$ cat src/rtl/ptp_pkg.sv
// ptp_pkg: shared constants, register offsets and types for the PTP time-of-day register block.
package ptp_pkg;

   localparam logic [29:0] NS_PER_SEC = 30'd1_000_000_000;

   localparam logic [7:0] REG_ID       = 8'h00;
   localparam logic [7:0] REG_CTRL     = 8'h04;
   localparam logic [7:0] REG_INC      = 8'h08;
   localparam logic [7:0] REG_TOD_NS   = 8'h0C;
   localparam logic [7:0] REG_TOD_SEC  = 8'h10;
   localparam logic [7:0] REG_LOAD_NS  = 8'h14;
   localparam logic [7:0] REG_LOAD_SEC = 8'h18;
   localparam logic [7:0] REG_ADJ      = 8'h1C;
   localparam logic [7:0] REG_SCRATCH  = 8'h20;

   typedef enum logic [1:0] {
      IDLE = 2'd0,
      WAIT = 2'd1,
      RESP = 2'd2
   } cpu_state_e;

   typedef struct packed {
      logic [31:0] sec;
      logic [29:0] ns;
   } tod_t;

endpackage

$ cat src/rtl/ptp_tod_cpu_regs_if.sv
// ptp_tod_cpu_regs_if: single-cycle cpu_if request/response bus on the h_clk side.
interface ptp_tod_cpu_regs_if;
   logic        read;
   logic        write;
   logic [31:0] write_data;
   logic [31:2] address;
   logic [31:0] read_data;
   logic        access_complete;

   modport master (output read, write, write_data, address,
                   input  read_data, access_complete);
   modport slave  (input  read, write, write_data, address,
                   output read_data, access_complete);
endinterface

$ cat src/rtl/ptp_tod_counter.sv
// ptp_tod_counter: seconds/nanoseconds time-of-day counter with load, increment and one-shot adjust.
module ptp_tod_counter
   import ptp_pkg::*;
(
   input  logic        clk,
   input  logic        rst_n,
   input  logic        enable,
   input  logic [7:0]  inc,
   input  logic        load,
   input  tod_t        load_val,
   input  logic        adj_wr,
   input  logic [31:0] adj_val,
   output tod_t        tod,
   output logic        pps
);
   localparam logic signed [32:0] NS_SEC_S = $signed({3'b000, NS_PER_SEC});

   tod_t               tod_q, tod_d;
   logic               pps_q, pps_d;
   logic               adj_pend_q, adj_pend_d;
   logic [31:0]        adj_q, adj_d;
   logic signed [32:0] adj_ext;
   logic signed [32:0] t;

   always_comb begin
      tod_d      = tod_q;
      pps_d      = 1'b0;
      adj_pend_d = adj_pend_q;
      adj_d      = adj_q;
      adj_ext    = adj_pend_q ? $signed({adj_q[31], adj_q}) : 33'sd0;
      t          = $signed({3'b000, tod_q.ns}) + $signed({25'd0, inc}) + adj_ext;
      if (enable) begin
         adj_pend_d = 1'b0;
         if (t >= NS_SEC_S) begin
            tod_d.ns  = 30'(t - NS_SEC_S);
            tod_d.sec = tod_q.sec + 32'd1;
            pps_d     = 1'b1;
         end else if (t[32]) begin
            tod_d.ns  = 30'(t + NS_SEC_S);
            tod_d.sec = tod_q.sec - 32'd1;
         end else begin
            tod_d.ns  = t[29:0];
         end
      end
      if (adj_wr) begin
         adj_pend_d = 1'b1;
         adj_d      = adj_val;
      end
      // a load overrides both the step and any adjust, pending or fresh
      if (load) begin
         tod_d.sec  = load_val.sec;
         tod_d.ns   = (load_val.ns >= NS_PER_SEC) ? NS_PER_SEC - 30'd1 : load_val.ns;
         pps_d      = 1'b0;
         adj_pend_d = 1'b0;
      end
   end

   always_ff @(posedge clk or negedge rst_n) begin
      if (!rst_n) begin
         tod_q      <= '0;
         pps_q      <= 1'b0;
         adj_pend_q <= 1'b0;
         adj_q      <= '0;
      end else begin
         tod_q      <= tod_d;
         pps_q      <= pps_d;
         adj_pend_q <= adj_pend_d;
         adj_q      <= adj_d;
      end
   end

   assign tod = tod_q;
   assign pps = pps_q;

endmodule

$ cat src/rtl/ptp_tod_cpu_regs.sv
// ptp_tod_cpu_regs: cpu_if responder exposing the PTP time-of-day counter registers.
// state | meaning
// IDLE  | waiting for a read/write request; captures it
// WAIT  | counting down the configured wait states
// RESP  | one-cycle access_complete; register writes take effect
module ptp_tod_cpu_regs
   import ptp_pkg::*;
#(
   parameter logic [23:0] BASE_ADDR   = 24'h000000,
   parameter int unsigned WAIT_STATES = 0,
   parameter logic [7:0]  NS_PER_CLK  = 8'd8,
   parameter logic [31:0] ID_VALUE    = 32'h5054_0100
) (
   input  logic              h_clk,
   input  logic              h_reset_n,
   ptp_tod_cpu_regs_if.slave h_cpu_if,
   output logic [31:0]       tod_sec,
   output logic [29:0]       tod_ns,
   output logic              pps
);
   localparam logic [2:0] WS_LOAD = (WAIT_STATES == 0) ? 3'd0 : 3'(WAIT_STATES - 1);

   cpu_state_e  state_q, state_d;
   logic [2:0]  wcnt_q, wcnt_d;
   logic        wr_q, wr_d, rd_q, rd_d, hit_q, hit_d;
   logic [7:0]  off_q, off_d;
   logic [31:0] wdata_q, wdata_d, rdata_q, rdata_d, shadow_q, shadow_d;
   logic [31:0] scratch_q, scratch_d, load_sec_q, load_sec_d;
   logic        enable_q, enable_d;
   logic [7:0]  inc_q, inc_d;
   logic [29:0] load_ns_q, load_ns_d;

   logic        req, cur_hit, cur_rd, access_complete, reg_we, load_pulse, adj_wr;
   logic [7:0]  cur_off;
   logic [31:0] rd_mux;
   tod_t        tod, load_val;

   assign req = h_cpu_if.read | h_cpu_if.write;

   always_ff @(posedge h_clk or negedge h_reset_n) begin
      if (!h_reset_n) begin
         state_q <= IDLE;
         wcnt_q  <= '0;
      end else begin
         state_q <= state_d;
         wcnt_q  <= wcnt_d;
      end
   end

   always_comb begin
      state_d = state_q;
      wcnt_d  = wcnt_q;
      case (state_q)
         IDLE: if (req) begin
            if (WAIT_STATES == 0) begin
               state_d = RESP;
            end else begin
               state_d = WAIT;
               wcnt_d  = WS_LOAD;
            end
         end
         WAIT: if (wcnt_q == 3'd0) state_d = RESP;
               else wcnt_d = wcnt_q - 3'd1;
         RESP:    state_d = IDLE;
         default: state_d = IDLE;
      endcase
   end

   always_comb begin
      access_complete = 1'b0;
      reg_we          = 1'b0;
      if (state_q == RESP) begin
         access_complete = 1'b1;
         reg_we          = wr_q & hit_q;
      end
      load_pulse = reg_we & (off_q == REG_CTRL) & wdata_q[1];
      adj_wr     = reg_we & (off_q == REG_ADJ);
   end

   always_comb begin
      wr_d = wr_q; rd_d = rd_q; hit_d = hit_q; off_d = off_q; wdata_d = wdata_q;
      cur_hit = hit_q;
      cur_off = off_q;
      cur_rd  = rd_q;
      // in IDLE the live bus is the request; for zero wait states RESP follows immediately
      if (state_q == IDLE) begin
         cur_hit = (h_cpu_if.address[31:8] == BASE_ADDR);
         cur_off = {h_cpu_if.address[7:2], 2'b00};
         cur_rd  = h_cpu_if.read & ~h_cpu_if.write;
         if (req) begin
            wr_d    = h_cpu_if.write;
            rd_d    = cur_rd;
            hit_d   = cur_hit;
            off_d   = cur_off;
            wdata_d = h_cpu_if.write_data;
         end
      end

      rd_mux = 32'd0;
      case (cur_off)
         REG_ID:       rd_mux = ID_VALUE;
         REG_CTRL:     rd_mux = {31'd0, enable_q};
         REG_INC:      rd_mux = {24'd0, inc_q};
         REG_TOD_NS:   rd_mux = {2'b00, tod.ns};
         REG_TOD_SEC:  rd_mux = shadow_q;
         REG_LOAD_NS:  rd_mux = {2'b00, load_ns_q};
         REG_LOAD_SEC: rd_mux = load_sec_q;
         REG_SCRATCH:  rd_mux = scratch_q;
         default:      rd_mux = 32'd0;
      endcase

      rdata_d  = rdata_q;
      shadow_d = shadow_q;
      if (state_d == RESP && state_q != RESP) begin
         rdata_d = (cur_rd && cur_hit) ? rd_mux : 32'd0;
         if (cur_rd && cur_hit && cur_off == REG_TOD_NS) shadow_d = tod.sec;
      end

      enable_d = enable_q; inc_d = inc_q; load_ns_d = load_ns_q;
      load_sec_d = load_sec_q; scratch_d = scratch_q;
      if (reg_we) begin
         case (off_q)
            REG_CTRL:     enable_d   = wdata_q[0];
            REG_INC:      inc_d      = wdata_q[7:0];
            REG_LOAD_NS:  load_ns_d  = wdata_q[29:0];
            REG_LOAD_SEC: load_sec_d = wdata_q;
            REG_SCRATCH:  scratch_d  = wdata_q;
            default:      ;
         endcase
      end
   end

   always_ff @(posedge h_clk or negedge h_reset_n) begin
      if (!h_reset_n) begin
         wr_q <= 1'b0; rd_q <= 1'b0; hit_q <= 1'b0; off_q <= '0; wdata_q <= '0;
         rdata_q <= '0; shadow_q <= '0; enable_q <= 1'b0; inc_q <= NS_PER_CLK;
         load_ns_q <= '0; load_sec_q <= '0; scratch_q <= '0;
      end else begin
         wr_q <= wr_d; rd_q <= rd_d; hit_q <= hit_d; off_q <= off_d; wdata_q <= wdata_d;
         rdata_q <= rdata_d; shadow_q <= shadow_d; enable_q <= enable_d; inc_q <= inc_d;
         load_ns_q <= load_ns_d; load_sec_q <= load_sec_d; scratch_q <= scratch_d;
      end
   end

   assign load_val = {load_sec_q, load_ns_q};

   ptp_tod_counter u_counter (
      .clk      (h_clk),
      .rst_n    (h_reset_n),
      .enable   (enable_q),
      .inc      (inc_q),
      .load     (load_pulse),
      .load_val (load_val),
      .adj_wr   (adj_wr),
      .adj_val  (wdata_q),
      .tod      (tod),
      .pps      (pps)
   );

   assign h_cpu_if.read_data       = rdata_q;
   assign h_cpu_if.access_complete = access_complete;
   assign tod_sec                  = tod.sec;
   assign tod_ns                   = tod.ns;

   a_req_only_in_idle: assert property (@(posedge h_clk) disable iff (!h_reset_n)
      req |-> (state_q == IDLE));

endmodule

$ cat src/flat_wrapper.sv
// flat-port wrapper written by rule: the top's interface ports become plain ports
module ptp_tod_cpu_regs_flat import ptp_pkg::*;
#(
   parameter logic [23:0] BASE_ADDR   = 24'h000000,
   parameter int unsigned WAIT_STATES = 0,
   parameter logic [7:0]  NS_PER_CLK  = 8'd8,
   parameter logic [31:0] ID_VALUE    = 32'h5054_0100
)
  (h_clk, h_reset_n, tod_sec, tod_ns, pps, h_cpu_if_read, h_cpu_if_write, h_cpu_if_write_data, h_cpu_if_address, h_cpu_if_read_data, h_cpu_if_access_complete);
  ptp_tod_cpu_regs_if h_cpu_if_i ();
  input  logic h_clk;
  input  logic h_reset_n;
  output logic [31:0] tod_sec;
  output logic [29:0] tod_ns;
  output logic pps;
  input wire logic [$bits(h_cpu_if_i.read)-1:0] h_cpu_if_read;
  input wire logic [$bits(h_cpu_if_i.write)-1:0] h_cpu_if_write;
  input wire logic [$bits(h_cpu_if_i.write_data)-1:0] h_cpu_if_write_data;
  input wire logic [$bits(h_cpu_if_i.address)-1:0] h_cpu_if_address;
  output wire logic [$bits(h_cpu_if_i.read_data)-1:0] h_cpu_if_read_data;
  output wire logic [$bits(h_cpu_if_i.access_complete)-1:0] h_cpu_if_access_complete;
  assign h_cpu_if_i.read = h_cpu_if_read;
  assign h_cpu_if_i.write = h_cpu_if_write;
  assign h_cpu_if_i.write_data = h_cpu_if_write_data;
  assign h_cpu_if_i.address = h_cpu_if_address;
  assign h_cpu_if_read_data = h_cpu_if_i.read_data;
  assign h_cpu_if_access_complete = h_cpu_if_i.access_complete;
  ptp_tod_cpu_regs #(.BASE_ADDR(BASE_ADDR), .WAIT_STATES(WAIT_STATES), .NS_PER_CLK(NS_PER_CLK), .ID_VALUE(ID_VALUE)) u_core (.h_clk(h_clk), .h_reset_n(h_reset_n), .h_cpu_if(h_cpu_if_i), .tod_sec(tod_sec), .tod_ns(tod_ns), .pps(pps));
endmodule
$ cat config.mk
export PLATFORM = sky130hd
export DESIGN_NAME = ptp_tod_cpu_regs_flat
export DESIGN_NICKNAME = d
export VERILOG_FILES = /design/src/rtl/ptp_pkg.sv /design/src/rtl/ptp_tod_cpu_regs_if.sv /design/src/rtl/ptp_tod_counter.sv /design/src/rtl/ptp_tod_cpu_regs.sv /design/src/flat_wrapper.sv
export SDC_FILE = /design/constraint.sdc
export NUM_CORES = 1
export LEC_CHECK = 0
export ABC_CLOCK_PERIOD_IN_PS = 12200
export CORE_MARGIN = 1
export CORE_UTILIZATION = 70
export CTS_CLUSTER_DIAMETER = 50
export CTS_CLUSTER_SIZE = 8
export DETAILED_ROUTE_END_ITERATION = 7
export DONT_BUFFER_PORTS = 1
export PLACE_DENSITY = 0.86
export SLEW_MARGIN = 15
export SYNTH_ARGS = -nofsm -noshare
export SYNTH_HDL_FRONTEND = slang
export SYNTH_SLANG_ARGS = --single-unit
$ cat constraint.sdc
create_clock -name h_clk -period 12.2 [get_ports h_clk]
set_input_delay 2.44 -clock h_clk [delete_from_list [all_inputs] [get_ports h_clk]]
set_output_delay 2.44 -clock h_clk [all_outputs]
set_load 0.01 [all_outputs]
==> summary.md <==
| Metric | Value |
|---|---|
| Max-slew headroom | 27.9% |
| Commonest non-fill, non-tap cell in the layout | dfrtp_1 |
| Main flop type after synthesis | dfrtp_1 |
| CP peak stage delay | 0.58 ns |
| Bufs on Longest Clock Path | 3 |
| DIE AREA | 26,300 sq um |
| Worst Clk Skew | 0.0368 ns |
| Worst hold path type | reg2reg |
| Routed Antenna Nets | 0 |
| Final wirelength | 53,400 microns |
| Total number of yosys warnings | 0 |
| RD Place Congestion | 0.915 |
| Share of layout cells above drive strength 1 | 18.9% |
| Most Frequent Cell on Critical Path | a21oi_1 |
| Port Buffers | 0 |
| Register area share after synthesis | 43.1% |
| Sum Neg Setup Slack | 0 ns |
| Critical Path RT | 12.70 ns |
| Reg area | 7730 sq um |
| Worst-path maximum fanout | 34 |
| Max Fclk | 0.0955 GHz |
| Synthesized area per cell | 10.4 sq um |
| Final min period | 10.47 ns |
| Slew Limit Fails | 0 |
| Antenna cells | 0 |
| Initial antenna violation count | 0 |
| HPWL Detailed | 36,800 microns |
| Iter 0 DRT Violations | 1,439 |
| Slowest CP cell | a221oi_1 |
| Via count | 14,590 |
| Synthesis-stage register bit count | 309 |
| DP Area | 18,200 sq um |
| Status | complete, no violations |
| Critical path endpoint category | register |
| Setup crit start kind | register |
| Min-Delay Path Depth | 1 |
| Die Ht | 162 microns |
| Worst-margin pin slew | 1.08 ns |
| Reg2reg path depth | 40 |
| Multiplexer area fraction after synthesis | 15.5% |
| First-pass GRT wire length | 81,400 microns |
| Syn Std Cell Area | 17,900 sq um |
| EDFF count, synth | 0 |
| H-tree Lvls | 2 |
| Die W | 162 microns |
| Post-cts resize count | 0 |
| Pleak | 9.23 nW |
| Syn_nets | 1,859 |
| Area taken by multi-input logic gates | 9810 sq um |
| Filler cell count | 1,608 |
| Number of distinct library cells after synthesis | 79 |
| TritonCTS Buffers | 47 |
| Final Instance Area | 19,600 sq um |
| Largest net degree at the start of global routing | 310 |
| Max rail drop VDD | 0.000120 V |
| Remaining routing DRC violations | 0 |
| # clock sinks | 309 |
| Core Box Area | 25,200 sq um |
| Ys async rst share | 100% |
| I/O pin count | 162 |
| Gr ovfl total | 0 |
| Post-synthesis compound-gate area fraction | 17.1% |
| Fin crit share | 85.8% |
| Clock root buffer | clkbuf_16 |
| Hold_buf cts | 0 |
| Final Setup Violations | 0 |
| Synth-to-layout area growth | 9.04% |
| R2r setup slk | 1.73 ns |
| CP arrival | 10.97 ns |
| DR pass1 iterations | 8 |
| Synth Area in Adders | 5.43% |
| Global Route Usage Sum | 40.6% |
| Starting Density | 71.2% |
| Vias in the first global route | 14,720 |
| WL per Instance | 26.1 microns |
| Rows | 58 |
| Synth Area in XOR/XNOR | 4.93% |
| Max-cap violations | 0 |
| Final Hold Fails | 0 |
| Setup CP Type | reg2reg |
| Worst-path clk slew | 0.05 ns |
| Largest family of logic cells by synthesized area | compound AO/OA/AOI/OAI gates |
| Clk_lat worst skew | 0.57 ns |
| Layout Nets | 1,848 |
| PD cells | 121 nW/um^2 |
| CTS tree | done |
| Commonest non-fill, non-tap cells in the layout | 308 x dfrtp_1, 210 x mux2_2, 140 x nand2_1 |
| RSZ-0062 raised after global routing | false |
| Post-CTS Setup Repair Bufs | 0 |
| Final core occ | 77.6% |
| Synth Area in Simple Gates | 11.4% |
| Syn Inst Count | 1,717 |
| Post-DR vias/cell | 7.13 |
[metrics by stage]
stage	power, mW	hold WS [ns]	cells	worst slack, ns
2_1_floorplan	1.14	0.466	1717	3.77
3_3_place_gp	1.19	0.480	1987	2.55
3_5_place_dp	1.19	0.486	1987	2.08
4_1_cts	2.37	0.496	2047	1.96
5_1_grt	2.42	0.507	2047	1.00
6_report	2.37	0.493	2047	1.73
[sequential cells by signal (all words and copies together) (netlist names), 2 cells and up]
signal	flops
u_core.h_cpu_if.read_data	32
u_core.inc_q	8
u_core.load_ns_q	30
u_core.load_sec_q	32
u_core.off_q	6
u_core.scratch_q	32
u_core.shadow_q	32
u_core.state_q	2
u_core.u_counter.adj_q	32
u_core.u_counter.tod	62
u_core.wcnt_q	3
u_core.wdata_q	32
[area by class of cell]
class	instances	share of cell area [%]
multi-input combinational	1300	50.2
clock buffer	53	6.29
inverter	28	0.538
sequential	309	39.6
clock inverter	7	0.544
timing repair buffer	20	0.768
tap	330	2.11
[cell usage after synthesis (7+ instances only)]
library cell,number,share of area [%]
o21bai_1,11,0.46
o21a_1,19,0.80
nor2b_1,17,0.59
o21ai_0,59,1.6
or3_1,10,0.35
and3_1,11,0.38
xor2_1,33,1.6
mux2_2,210,13
nand4_1,19,0.66
xnor2_1,66,3.2
clkbuf_1,66,1.4
mux2i_1,42,2.3
nor3_1,35,0.98
a22o_1,33,1.6
nand3_1,34,0.95
inv_1,26,0.54
o22ai_1,7,0.24
a222oi_1,16,0.89
nor2_1,77,1.6
a21oi_1,105,2.9
a22oi_1,57,2.4
dfrtp_1,308,43
a21o_1,25,1.0
a211oi_1,10,0.42
buf_1,9,0.19
and2_1,41,1.4
ha_1,73,5.1
nand2b_1,8,0.28
a31oi_1,20,0.70
o21ai_1,28,0.78
nand2_1,140,2.9
nor4_1,12,0.42
[report_power, final]
| part | internal [mW] | switching, mW | total (mW) |
|---|---|---|---|
| logic | 0.0319 | 0.0385 | 0.0705 |
| clock network | 0.727 | 0.462 | 1.19 |
| registers | 1.05 | 0.0571 | 1.11 |
[path summary, 6_finish.rpt]
kind,startpoint,end
max,u_core.u_counter.tod[0],u_core.u_counter.tod[60]
min,u_core.u_counter.adj_q[18],u_core.u_counter.adj_q[18]
max reg2reg,u_core.u_counter.tod[0],u_core.u_counter.tod[60]
min reg2reg,u_core.u_counter.adj_q[18],u_core.u_counter.adj_q[18]
max in group asynchronous,h_reset_n,u_core.scratch_q[28]
min in group asynchronous,h_reset_n,u_core.u_counter.adj_q[26]
[metal layers]
metal,vias up,track usage (%),wire length (microns)
met4,0,25.5,3550
met5,-,0,0
li1,6316,-,-
met1,7200,48.2,19700
met3,229,8.78,4570
met2,845,67.6,25600
[worst max-delay path: cells and delay by family, from the launching register on]
family / cells / cell delay [ns]
AOI/OAI and AO/OA: 23 / 6.28
adders and majority gates: 4 / 1.64
and+or+nand+nor: 8 / 1.12
DFF: 1 / 0.47
buffers and inverters: 1 / 0.42
xor gates and xnor gates: 3 / 0.34
muxes: 1 / 0.10
[cell families (layout without fill, tap and decap cells)]
group	count (synthesis)	count (layout)
DFF	309	309
and+or+nand+nor	424	424
AOI/OAI and AO/OA	448	448
adders and majority gates	76	76
xor gates and xnor gates	100	100
muxes	252	252
buffers and inverters	108	108
Power figures use the tool's default switching activity.
